$ cat config.mk
export PLATFORM = sky130hd
export DESIGN_NAME = exec_sequencer
export DESIGN_NICKNAME = d
export VERILOG_FILES = /design/src/rtl/exec_sequencer_pkg.sv /design/src/rtl/exec_sequencer_lsu_watchdog.sv /design/src/rtl/exec_sequencer.sv
export SDC_FILE = /design/constraint.sdc
export NUM_CORES = 1
export LEC_CHECK = 0
export ABC_AREA = 1
export BUFFER_PORTS_ARGS = -buffer_cell sky130_fd_sc_hd__buf_2
export CORE_MARGIN = 4
export CORE_UTILIZATION = 50
export CTS_CLUSTER_DIAMETER = 40
export CTS_CLUSTER_SIZE = 40
export DETAILED_ROUTE_END_ITERATION = 16
export GPL_ROUTABILITY_DRIVEN = 0
export MAX_ROUTING_LAYER = met4
export PLACE_DENSITY = 0.75
export SYNTH_ARGS = -nofsm -noshare
export SYNTH_HDL_FRONTEND = slang
export SYNTH_SLANG_ARGS = --single-unit
$ cat constraint.sdc
create_clock -name clk_i -period 3.35 [get_ports clk_i]
set_input_delay 0.1675 -clock clk_i [delete_from_list [all_inputs] [get_ports clk_i]]
set_output_delay 0.1675 -clock clk_i [all_outputs]
set_load 0.01 [all_outputs]
$ cat src/rtl/exec_sequencer_pkg.sv
// Shared encodings for the multi-cycle execution sequencer:
// PC select codes, mcause values, FSM states and decoder flag bundle.
package exec_sequencer_pkg;

    localparam logic [1:0] PC_SEL_INC  = 2'd0;
    localparam logic [1:0] PC_SEL_ALU  = 2'd1;
    localparam logic [1:0] PC_SEL_TRAP = 2'd2;
    localparam logic [1:0] PC_SEL_MEPC = 2'd3;

    localparam logic [3:0] MCAUSE_ILLEGAL     = 4'd2;
    localparam logic [3:0] MCAUSE_BREAKPOINT  = 4'd3;
    localparam logic [3:0] MCAUSE_LOAD_FAULT  = 4'd5;
    localparam logic [3:0] MCAUSE_STORE_FAULT = 4'd7;
    localparam logic [3:0] MCAUSE_ECALL_M     = 4'd11;

    typedef enum logic [1:0] {
        S_EXEC0    = 2'd0,
        S_EXEC1    = 2'd1,
        S_LSU_WAIT = 2'd2,
        S_MM_WAIT  = 2'd3
    } seq_state_e;

    typedef enum logic [3:0] {
        OP_PLAIN,
        OP_BRANCH,
        OP_JUMP,
        OP_MM,
        OP_LSU,
        OP_MRET,
        OP_EBREAK,
        OP_ECALL,
        OP_ILLEGAL
    } op_e;

    typedef struct packed {
        logic jump;
        logic branch;
        logic lsu_r;
        logic lsu_w;
        logic mm;
        logic ecall;
        logic ebreak;
        logic mret;
        logic illegal;
    } dec_flags_t;

    // Collapse decoder flags into one class, highest priority first.
    function automatic op_e classify(input dec_flags_t f);
        op_e op;
        if (f.illegal)                op = OP_ILLEGAL;
        else if (f.ecall)             op = OP_ECALL;
        else if (f.ebreak)            op = OP_EBREAK;
        else if (f.mret)              op = OP_MRET;
        else if (f.lsu_r || f.lsu_w)  op = OP_LSU;
        else if (f.mm)                op = OP_MM;
        else if (f.jump)              op = OP_JUMP;
        else if (f.branch)            op = OP_BRANCH;
        else                          op = OP_PLAIN;
        return op;
    endfunction

endpackage

$ cat src/rtl/exec_sequencer_lsu_watchdog.sv
// Saturating clear/enable counter flagging an LSU request held too long.
// Ports: clk_i, rst_ni, clr_i (zero), en_i (count), timeout_o (limit hit).
module lsu_watchdog #(
    parameter int unsigned LSU_TIMEOUT = 255
) (
    input  logic clk_i,
    input  logic rst_ni,
    input  logic clr_i,
    input  logic en_i,
    output logic timeout_o
);
    import exec_sequencer_pkg::*;

    localparam int unsigned CW =
        (LSU_TIMEOUT > 0) ? $clog2(LSU_TIMEOUT + 1) : 1;
    localparam logic [CW-1:0] LIMIT = CW'(LSU_TIMEOUT);
    localparam logic [CW-1:0] SAT   = {CW{1'b1}};

    logic [CW-1:0] cnt_q, cnt_d;

    always_comb begin
        cnt_d = cnt_q;
        if (clr_i) begin
            cnt_d = '0;
        end else if (en_i && (cnt_q != SAT)) begin
            cnt_d = cnt_q + 1'b1;
        end
    end

    always_ff @(posedge clk_i or negedge rst_ni) begin
        if (!rst_ni) begin
            cnt_q <= '0;
        end else begin
            cnt_q <= cnt_d;
        end
    end

    // A zero limit disables the watchdog entirely.
    assign timeout_o = (LSU_TIMEOUT != 0) && (cnt_q >= LIMIT);

endmodule

$ cat src/rtl/exec_sequencer.sv
// Multi-cycle execution controller: sequences retire, jumps, branches,
// LSU and matrix-unit waits and traps. Outputs are Mealy, forced to 0 in reset.
module exec_sequencer #(
    parameter int unsigned LSU_TIMEOUT = 255
) (
    input  logic       clk_i,
    input  logic       rst_ni,
    input  logic       instr_valid_i,
    input  logic       rf_we_i,
    input  logic       jump_inst_i,
    input  logic       branch_inst_i,
    input  logic       lsu_r_en_i,
    input  logic       lsu_w_en_i,
    input  logic       mm_start_i,
    input  logic       ecall_inst_i,
    input  logic       ebreak_inst_i,
    input  logic       mret_inst_i,
    input  logic       illegal_inst_i,
    input  logic       branch_taken_i,
    input  logic       lsu_done_i,
    input  logic       mm_done_i,
    output logic       cycle_counter_o,
    output logic       instr_ack_o,
    output logic       pc_we_o,
    output logic [1:0] pc_sel_o,
    output logic       rf_we_o,
    output logic       lsu_req_o,
    output logic       mm_req_o,
    output logic       trap_o,
    output logic [3:0] trap_cause_o,
    output logic       busy_o
);
    import exec_sequencer_pkg::*;

    seq_state_e state_q, state_d;
    dec_flags_t flags;
    op_e        op;

    logic       cc_c;
    logic       ack_c;
    logic [1:0] sel_c;
    logic       rf_we_c;
    logic       lsu_req_c;
    logic       mm_req_c;
    logic       trap_c;
    logic [3:0] cause_c;
    logic       wd_en;
    logic       wd_timeout;

    assign flags = '{
        jump:    jump_inst_i,
        branch:  branch_inst_i,
        lsu_r:   lsu_r_en_i,
        lsu_w:   lsu_w_en_i,
        mm:      mm_start_i,
        ecall:   ecall_inst_i,
        ebreak:  ebreak_inst_i,
        mret:    mret_inst_i,
        illegal: illegal_inst_i
    };
    assign op = classify(flags);

    always_comb begin
        state_d   = state_q;
        cc_c      = 1'b0;
        ack_c     = 1'b0;
        sel_c     = PC_SEL_INC;
        rf_we_c   = 1'b0;
        lsu_req_c = 1'b0;
        mm_req_c  = 1'b0;
        trap_c    = 1'b0;
        cause_c   = 4'd0;

        case (state_q)
            S_EXEC0: begin
                if (instr_valid_i) begin
                    case (op)
                        OP_ILLEGAL: begin
                            trap_c  = 1'b1;
                            cause_c = MCAUSE_ILLEGAL;
                        end
                        OP_ECALL: begin
                            trap_c  = 1'b1;
                            cause_c = MCAUSE_ECALL_M;
                        end
                        OP_EBREAK: begin
                            trap_c  = 1'b1;
                            cause_c = MCAUSE_BREAKPOINT;
                        end
                        OP_MRET: begin
                            ack_c = 1'b1;
                            sel_c = PC_SEL_MEPC;
                        end
                        OP_LSU: begin
                            lsu_req_c = 1'b1;
                            if (lsu_done_i) begin
                                ack_c   = 1'b1;
                                rf_we_c = rf_we_i;
                            end else begin
                                state_d = S_LSU_WAIT;
                            end
                        end
                        OP_MM: begin
                            mm_req_c = 1'b1;
                            state_d  = S_EXEC1;
                        end
                        OP_JUMP: begin
                            // Link register written now, target next cycle.
                            rf_we_c = 1'b1;
                            state_d = S_EXEC1;
                        end
                        OP_BRANCH: begin
                            if (branch_taken_i) begin
                                state_d = S_EXEC1;
                            end else begin
                                ack_c = 1'b1;
                            end
                        end
                        default: begin
                            ack_c   = 1'b1;
                            rf_we_c = rf_we_i;
                        end
                    endcase
                end
            end
            S_EXEC1: begin
                cc_c = 1'b1;
                if (op == OP_MM) begin
                    // mm_done_i is deliberately ignored here.
                    mm_req_c = 1'b1;
                    state_d  = S_MM_WAIT;
                end else begin
                    ack_c   = 1'b1;
                    sel_c   = PC_SEL_ALU;
                    state_d = S_EXEC0;
                end
            end
            S_LSU_WAIT: begin
                if (lsu_done_i) begin
                    lsu_req_c = 1'b1;
                    ack_c     = 1'b1;
                    rf_we_c   = rf_we_i;
                    state_d   = S_EXEC0;
                end else if (wd_timeout) begin
                    trap_c  = 1'b1;
                    cause_c = lsu_w_en_i ? MCAUSE_STORE_FAULT
                                         : MCAUSE_LOAD_FAULT;
                end else begin
                    lsu_req_c = 1'b1;
                end
            end
            S_MM_WAIT: begin
                cc_c = 1'b1;
                if (mm_done_i) begin
                    ack_c   = 1'b1;
                    rf_we_c = rf_we_i;
                    state_d = S_EXEC0;
                end
            end
            default: state_d = S_EXEC0;
        endcase

        // Traps override every enable and redirect to the handler.
        if (trap_c) begin
            ack_c     = 1'b1;
            sel_c     = PC_SEL_TRAP;
            rf_we_c   = 1'b0;
            lsu_req_c = 1'b0;
            mm_req_c  = 1'b0;
            state_d   = S_EXEC0;
        end
    end

    always_ff @(posedge clk_i or negedge rst_ni) begin
        if (!rst_ni) begin
            state_q <= S_EXEC0;
        end else begin
            state_q <= state_d;
        end
    end

    // Count only cycles where a request stays pending; anything else zeroes.
    assign wd_en = lsu_req_c & ~lsu_done_i;

    lsu_watchdog #(
        .LSU_TIMEOUT(LSU_TIMEOUT)
    ) u_wdog (
        .clk_i    (clk_i),
        .rst_ni   (rst_ni),
        .clr_i    (~wd_en),
        .en_i     (wd_en),
        .timeout_o(wd_timeout)
    );

    // Reset forces every output low even with live decoder inputs.
    assign cycle_counter_o = rst_ni & cc_c;
    assign instr_ack_o     = rst_ni & ack_c;
    assign pc_we_o         = rst_ni & ack_c;
    assign pc_sel_o        = rst_ni ? sel_c : PC_SEL_INC;
    assign rf_we_o         = rst_ni & rf_we_c;
    assign lsu_req_o       = rst_ni & lsu_req_c;
    assign mm_req_o        = rst_ni & mm_req_c;
    assign trap_o          = rst_ni & trap_c;
    assign trap_cause_o    = rst_ni ? cause_c : 4'd0;
    assign busy_o          = rst_ni & (state_q != S_EXEC0);

endmodule

# Word level (Yosys, flattened, before mapping)

Cells that the tools add are included.

$add $sub $neg: 1
$lt $le $gt $ge: 1
Eq/ne operators: 19
Muxes and demuxes: 62
Bitwise operators: 9
Reduce and logical (&&, ||, !) cells: 10

Operators by type and width:

| cell                | count |
|---|---|
| $mux 2              | 14 |
| $mux 1              | 25 |
| $mux 3              | 6 |
| $eq 4x3->1 const B  | 4 |
| $mux 8              | 2 |
| $mux 4              | 3 |
| $pmux 4 s3          | 1 |
| $ne 3x3->1 const B  | 3 |
| $pmux 1 s3          | 3 |
| $add 8x1->8 const B | 1 |
| $and 1x1->1         | 8 |
| $eq 4x2->1 const B  | 2 |
| $ge 8x8->1 const B  | 1 |
| $ne 4x4->1 const B  | 2 |
| $ne 8x8->1 const B  | 1 |
| $pmux 2 s4          | 1 |
| $pmux 4 s2          | 1 |
| $pmux 1 s2          | 3 |
| $pmux 2 s3          | 1 |
| $reduce_and 6->1    | 1 |
| $reduce_or 6->1     | 1 |
| $ne 5x3->1 const B  | 1 |
| $reduce_or 5->1     | 1 |
| $eq 2x2->1 const B  | 2 |
| other kinds (13)    | 14 |

Register bits after elaboration: 10
Bits of input ports: 16
Output and inout bits: 14
Logic and storage cells: 104

# Longest topological paths before layout

Gate-level depths: netlist (run 1).

Depth after elaboration: 18
Depth in mapped cells: 13
Depth with buffers taken out: 12

# Modules after synthesis

From an unflattened synthesis (run 1), not the netlist that was laid out.

Cells, all modules: 192
Area total of the unflattened synthesis: 1149.9 µm²

Modules (own cells, without submodules):

| module         | instances | cells an instance | area an instance (µm²) | seq. area each (µm²) |
|---|---|---|---|---|
| exec_sequencer | 1         | 119               | 625.6                  | 50.0 |
| lsu_watchdog   | 1         | 73                | 524.3                  | 200.2 |

# Worst setup path after synthesis (run 1)

Ideal clock, no wire load.

Kind: reg2out
Start point: register u_wdog.cnt_q[0]
End point: output port pc_we_o
Arrival: 1.618 ns
Required time: 3.182 ns
Path slack: 1.564 ns
Cell stages (with the launch flop): 11
Buffers on the path: 1
Cells stage by stage: dfrtp_1 -> ha_1 -> nand3_2 -> nor2_4 -> nand3_4 -> clkinv_2 -> nand2_2 -> o21ai_2 -> nor3b_2 -> a21oi_2 -> buf_4

Word-level cells in the longest chain between the ends: 6

RTL lines:

| element                | line                              | source |
|---|---|---|
| from (decl)            | exec_sequencer_lsu_watchdog.sv:19 | `logic [CW-1:0] cnt_q, cnt_d;` |
| from (signal assigned) | exec_sequencer_lsu_watchdog.sv:34 | `cnt_q <= cnt_d;` |
| $ge 8x8->1             | exec_sequencer_lsu_watchdog.sv:39 | `assign timeout_o = (LSU_TIMEOUT != 0) && (cnt_q >= LIMIT);` |
| $mux 1                 | exec_sequencer.sv:144             | `end else if (wd_timeout) begin` |
| $mux 1                 | exec_sequencer.sv:139             | `if (lsu_done_i) begin` |
| $pmux 1 s2             | exec_sequencer.sv:74              | `case (state_q)` |
| $mux 1                 | exec_sequencer.sv:164             | `if (trap_c) begin` |
| $and 1x1->1            | --                                |  |
| to (decl)              | exec_sequencer.sv:24              | `output logic pc_we_o,` |

No other way between the ends.

# Worst setup path after layout (run 1)

Start point: register u_wdog.cnt_q[0]
End point: output port pc_we_o

Word-level cells in the longest chain between the ends: 6

RTL lines:

| element     | line                              | source |
|---|---|---|
| $ge 8x8->1  | exec_sequencer_lsu_watchdog.sv:39 |  |
| $mux 1      | exec_sequencer.sv:144             |  |
| $mux 1      | exec_sequencer.sv:139             |  |
| $pmux 1 s2  | exec_sequencer.sv:74              |  |
| $mux 1      | exec_sequencer.sv:164             |  |
| $and 1x1->1 | exec_sequencer.sv:198             | `assign pc_we_o = rst_ni & ack_c;` |

No other way between the ends.

==> flow_summary.json, run 1 <==
{
  "grt_use_total": 0.188,
  "pwr-share-seq": 0.397,
  "grt.overflow.total": 0,
  "cts_buffers": 3,
  "coreArea_um2": 2020,
  "netlist.area_leader.share": 0.230,
  "die_w_um": 54.6,
  "setup_tns_ps": 0,
  "maxSlewViolCount": 0,
  "ys_seq_area_frac": 0.230,
  "swShare": 0.299,
  "hp-class": "input pin to flop",
  "dieArea_um2": 2980,
  "dp_hpwl_mm": 2.05,
  "internal-power_uw": 218,
  "drv_cap": 0,
  "insertion_delay_ps": 260,
  "p_clk_frac": 0.339,
  "arrival_ps": 2010,
  "synth_ff_type": "dfrtp_1",
  "synth_cell_type_count": 35,
  "drt_iter0_markers": 22,
  "ios": 30,
  "min_from": "mm_done_i",
  "critPathKind": "flop to output pin",
  "post-route-min-period_ps": 2180,
  "cp_top_family": "simple AND/OR/NAND/NOR gates",
  "rr_endpoint": "u_wdog.cnt_q[6]",
  "finalNetCount": 196,
  "hold_viol_final": 0,
  "worstMarginPinSlew_ps": 418,
  "combPwrFrac": 0.264,
  "synth_area_leader_cell": "dfrtp_1",
  "synth_area_leaders": "dfrtp_1, nand2_1, nor2_4, nand3_1, inv_1",
  "post-synth-top-count-cell": "nand2_1",
  "grt_pass1_vias": 951,
  "reg2reg_from": "u_wdog.cnt_q[0]",
  "slowest_delay_ps": 380,
  "worstHoldPathCells": 4,
  "synth-edff-count": 0,
  "avgSynthCellArea_um2": 7.50,
  "finClkSkew_ps": 8.23,
  "path_cells": "ha_1 -> nand3_2 -> nor2_4 -> nand3_4 -> clkinv_2 -> nand2_2 -> o21ai_2 -> nor3b_2 -> a21oi_2 -> buf_2",
  "cp.depth": 10,
  "antenna_found_initial": 0,
  "grt_pass1_wl_mm": 4.02,
  "drtPass1Iterations": 4,
  "crit_fanout": 8,
  "drive_gt1_frac": 0.410,
  "reg2regPathDepth": 9,
  "syn_inst": 145,
  "ys_seq_elements": 10,
  "p_leak_nw": 0.660,
  "rows": 16,
  "drc": 0,
  "clock_sinks": 10,
  "critPathLaunchType": "flop",
  "relSlewSlack": 0.719,
  "regToRegSetupSlack_ps": 1670,
  "peakVddDrop_mv": 0.289,
  "antenna_left": 0,
  "grt_max_degree": 14,
  "io_buffers": 29,
  "cts_tree": "yes",
  "grt_setup_unrepaired": "false",
  "clkTransAtPathRegs_ps": 70,
  "yosysWarningCount": 0,
  "place_ws_ps": 1460,
  "timing.final.crit_share": 0.651,
  "crit_buf_inv": 2,
  "syn_area_um2": 1090,
  "async_flop_share": 1.00,
  "worst_slack_ps": 1170,
  "syn2layout_area_growth_pct": 20.0,
  "cts_max_level": 1,
  "cp-startpoint": "u_wdog.cnt_q[0]",
  "setup_viol": 0,
  "synth_common_cells": "nand2_1, inv_1, nand3_1",
  "diodes": 0,
  "power.density_nw_per_um2": 238,
  "fmax_mhz": 458,
  "setup.worst_path.end_class": "output pin",
  "crit_path_end": "pc_we_o",
  "initial_utilization": 0.538,
  "wire_per_inst_um": 11.8,
  "synth.net_count": 162,
  "crit_path_top_delay_cell": "dfrtp_1",
  "die_y_um": 54.6,
  "fillers": 171,
  "routed_wl_mm": 2.42,
  "cts_root_buf": "clkbuf_4",
  "clock_path_buffers": 2,
  "p_switching_uw": 92.7,
  "cp.required_ps": 3180,
  "vias": 1031,
  "post-cts-setup-buffers": 0,
  "outcome": "complete, no violations",
  "vias_per_cell": 5.03
}
==> registers in the layout, indices dropped and copies added (netlist names) <==
signal,cells
state_q,2
u_wdog.cnt_q,8
==> worst min path at each step <==
stage	slack (ps)	end
2_1_floorplan	-130	state_q[0]
3_3_place_gp	60	u_wdog.cnt_q[7]
3_5_place_dp	60	u_wdog.cnt_q[7]
4_1_cts	210	state_q[0]
5_1_grt	220	state_q[0]
6_report	200	state_q[0]
==> per-layer routing <==
| layer | track usage | wire length (um) |
|---|---|---|
| met1 | 0.221 | 1080 |
| met2 | 0.339 | 1240 |
| met3 | 0.0327 | 105 |
| met4 | 0.0249 | 0 |
| met5 | - | 0 |
==> logic make-up (layout without fill, tap and decap cells) <==
logic type      count (synthesis)  after routing  share of synthesized area
flops                          10             10                      0.230
compound gates                 23             23                      0.151
fa+ha+maj                       1              1                     0.0115
xor+xnor                        6              6                     0.0483
simple gates                   79             79                      0.456
buf+inv                        26             59                      0.104
==> stage by stage <==
stage                     total power, mW  area, um2  utilization  cells  hold WS (ps)
after global routing                0.327       1310        0.645    205           225
after floorplan                     0.178       1090            -    145          -128
after CTS                           0.311       1310        0.645    205           213
after global placement              0.205       1260        0.623    200          56.3
final                               0.310       1310        0.645    205           197
after detailed placement            0.206       1260        0.623    200          57.3
==> timing repair <==
item / in CTS / in global routing
hold buffers: 1 / 0
resized for setup: 0 / 0
endpoints found under the hold margin: 10 / 0
==> final cells by class <==
| class | instances | area (um2) | area share |
|---|---|---|---|
| multi-input cells | 109 | 724 | 0.555 |
| repair buffers | 30 | 155 | 0.119 |
| well taps | 27 | 33.8 | 0.0259 |
| clock buffers | 4 | 36.3 | 0.0278 |
| inverters | 25 | 105 | 0.0805 |
| flip-flops and latches | 10 | 250 | 0.192 |
==> worst reg2reg max path, delay by kind of cell (launching register included) <==
kind,cells,cell delay (ps)
compound gates,3,380
fa+ha+maj,1,250
buf+inv,1,100
flops,1,380
simple gates,4,460
==> layout by cell type, fill, tap and decap left out, types with 2 or more instances in the layout <==
cell type   n
nand3_2     2
nand4_1     3
nor2_2      2
o21ai_2     2
nor2_4      7
xor2_1      2
a21oi_1     6
inv_4       2
inv_1      18
nor2_1     11
a21oi_2     7
xnor2_1     4
nand3_4     2
nand3_1    14
clkbuf_4    3
nand2_2     6
buf_2      29
dfrtp_1    10
clkinv_1    2
nand2_1    24
o21ai_0     4
nor2_8      2
==> power by group through the flow <==
| stage | Clock [mW] | Combinational, mW | Sequential (mW) |
|---|---|---|---|
| after floorplan | 0 | 0.0532 | 0.125 |
| after global routing | 0.114 | 0.0901 | 0.123 |
| after global placement | 0 | 0.0800 | 0.125 |
| after CTS | 0.106 | 0.0823 | 0.123 |
| after detailed placement | 0 | 0.0813 | 0.125 |
| final | 0.105 | 0.0820 | 0.123 |
No activity file was read; power rests on OpenSTA's default activity.
==> run 2: changes to the inputs <==
- CORE_UTILIZATION: 50 -> 47
- PLACE_DENSITY: 0.75 -> 0.74
- clock period: 3.35 -> 1.8 ns (I/O delays scaled with it)
==> run 2 against run 1 <==
Against the previous run:
- the flow now finishes with violations (setup timing)
- sequential share of layout area fell by 2.0 points
- cell area grew 13%
- count of clock-buffer cells in the layout is the same
- combinational power up 110%
- power is 98% higher
- non-clock buffer count grew 15
- first-iteration DRC count up 73%
- critical path type unchanged
- critical endpoint is now mm_req_o
==> flow_summary.json, run 2 (synthesis results as in run 1) <==
{
  "outcome": "complete, but fails checks",
  "violations": "setup timing",
  "die_y_um": 56.1,
  "top_register": "u_wdog.cnt_q",
  "rr_endpoint": "u_wdog.cnt_q[5]",
  "cp-startpoint": "u_wdog.cnt_q[1]",
  "routed_wl_mm": 3.13,
  "drive_gt1_frac": 0.492,
  "clock_sinks": 10,
  "grt_pass1_vias": 1143,
  "layout_common_cells": "buf_2, nand2_1, inv_1, buf_4, nand3_1",
  "relSlewSlack": 0.730,
  "cts_max_level": 1,
  "finClkSkew_ps": 0.693,
  "p_leak_nw": 0.742,
  "critPathLaunchType": "flop",
  "post-route-min-period_ps": 1980,
  "hold_viol_final": 0,
  "cts_buffers": 3,
  "rows": 17,
  "grt_pass1_wl_mm": 4.64,
  "timing.final.crit_share": 1.10,
  "vias": 1150,
  "reg2reg_from": "u_wdog.cnt_q[1]",
  "die_w_um": 56.1,
  "cts_root_buf": "clkbuf_4",
  "crit_buf_inv": 2,
  "postPlaceCellArea_um2": 1270,
  "grt_use_total": 0.186,
  "maxSlewViolCount": 0,
  "worst_slack_ps": -176,
  "cp_top_family": "simple AND/OR/NAND/NOR gates",
  "clock_path_buffers": 2,
  "largest_reg_flops": 8,
  "min_from": "mm_done_i",
  "peakVddDrop_mv": 0.260,
  "wire_per_inst_um": 14.2,
  "drv_cap": 0,
  "grt_max_degree": 13,
  "drt_iter0_markers": 38,
  "coreArea_um2": 2210,
  "reg2regPathDepth": 11,
  "drtPass1Iterations": 7,
  "fmax_mhz": 506,
  "reg_top3": "u_wdog.cnt_q (8), state_q (2)",
  "worst_hold_slack_ps": 132,
  "finalNetCount": 211,
  "grt_setup_unrepaired": "true",
  "hp-class": "input pin to flop",
  "layout_commonest_cell": "buf_2",
  "io_buffers": 29,
  "place_ws_ps": 91.4,
  "grt.overflow.total": 0,
  "multi_input_area_um2": 764,
  "diodes": 0,
  "seqCellArea_um2": 253,
  "setup.worst_path.end_class": "output pin",
  "worstMarginPinSlew_ps": 402,
  "dieArea_um2": 3150,
  "power.density_nw_per_um2": 418,
  "path_cells": "ha_4 -> nand3_4 -> nor2_4 -> nand3_4 -> clkinv_4 -> nand2_4 -> o21ai_4 -> nor4_1 -> buf_2",
  "cp.depth": 9,
  "crit_fanout": 4,
  "regToRegSetupSlack_ps": 60,
  "fillers": 197,
  "setup_viol": 8,
  "final_area_um2": 1470,
  "setup_tns_ps": -474,
  "insertion_delay_ps": 260,
  "cp.required_ps": 1710,
  "arrival_ps": 1890,
  "crit_path_end": "mm_req_o",
  "slowest_delay_ps": 440,
  "syn2layout_area_growth_pct": 35.3,
  "dp_hpwl_mm": 2.09,
  "crit_path_top_delay_cell": "dfrtp_1",
  "antenna_left": 0,
  "initial_utilization": 0.492,
  "cts_tree": "yes",
  "antenna_found_initial": 0,
  "drc": 0,
  "critPathKind": "flop to output pin",
  "cpMostUsedCell": "nand3_4",
  "clkTransAtPathRegs_ps": 80,
  "final_util": 0.665,
  "ios": 30,
  "vias_per_cell": 5.20
}
-- run 2: area by class of cell --
cell class,count,area share
Clock buffer,4,0.0247
Inverter,25,0.0740
Multi-Input combinational cell,109,0.520
Sequential cell,10,0.172
Tap cell,28,0.0238
Timing Repair Buffer,45,0.186
-- run 2: worst min path at each step --
stage | endpoint | slack, ps | cells past startpoint
after floorplan | state_q[0] | -210 | 0
after global placement | u_wdog.cnt_q[4] | 40 | 2
after detailed placement | u_wdog.cnt_q[2] | 40 | 2
after CTS | state_q[0] | 120 | 4
after global routing | state_q[0] | 150 | 4
final | state_q[0] | 130 | 4
-- run 2: repair_timing --
action,in CTS,in global routing
hold endpoints to repair,10,0
hold buffers,1,0
pin swaps,5,1
gates resized for setup,8,5
endpoints found under the setup margin,10,10
buffers inserted,7,6
-- run 2: per-stage QoR --
step / power [mW] / instances
4_1_cts: 0.606 / 215
6_report: 0.615 / 221
3_3_place_gp: 0.385 / 203
3_5_place_dp: 0.387 / 203
5_1_grt: 0.647 / 221
2_1_floorplan: 0.332 / 145
-- run 2: per-layer routing --
layer | up-vias | routed length, um | track usage | share of wire
li1 | 567 | - | - | -
met1 | 523 | 1310 | 0.223 | 0.42
met2 | 56 | 1600 | 0.321 | 0.51
met5 | - | 0 | - | 0
met4 | 0 | 51 | 0.0712 | 0.016
met3 | 4 | 169 | 0.0139 | 0.054
-- run 2: power breakdown --
part / switching, mW / internal (mW)
clock: 0.0904 / 0.123
combinational: 0.108 / 0.0650
sequential: 0.00282 / 0.226
total: 0.201 / 0.414
-- run 2: worst register-to-register path: stages, from the launching register on --
cell	delay, ps
dfrtp_1	430
ha_4	180
nand3_4	80
nor2_4	120
nand3_4	90
buf_4	150
o21ai_2	120
o21a_4	140
buf_4	120
nor2_8	40
inv_6	100
a21oi_2	40
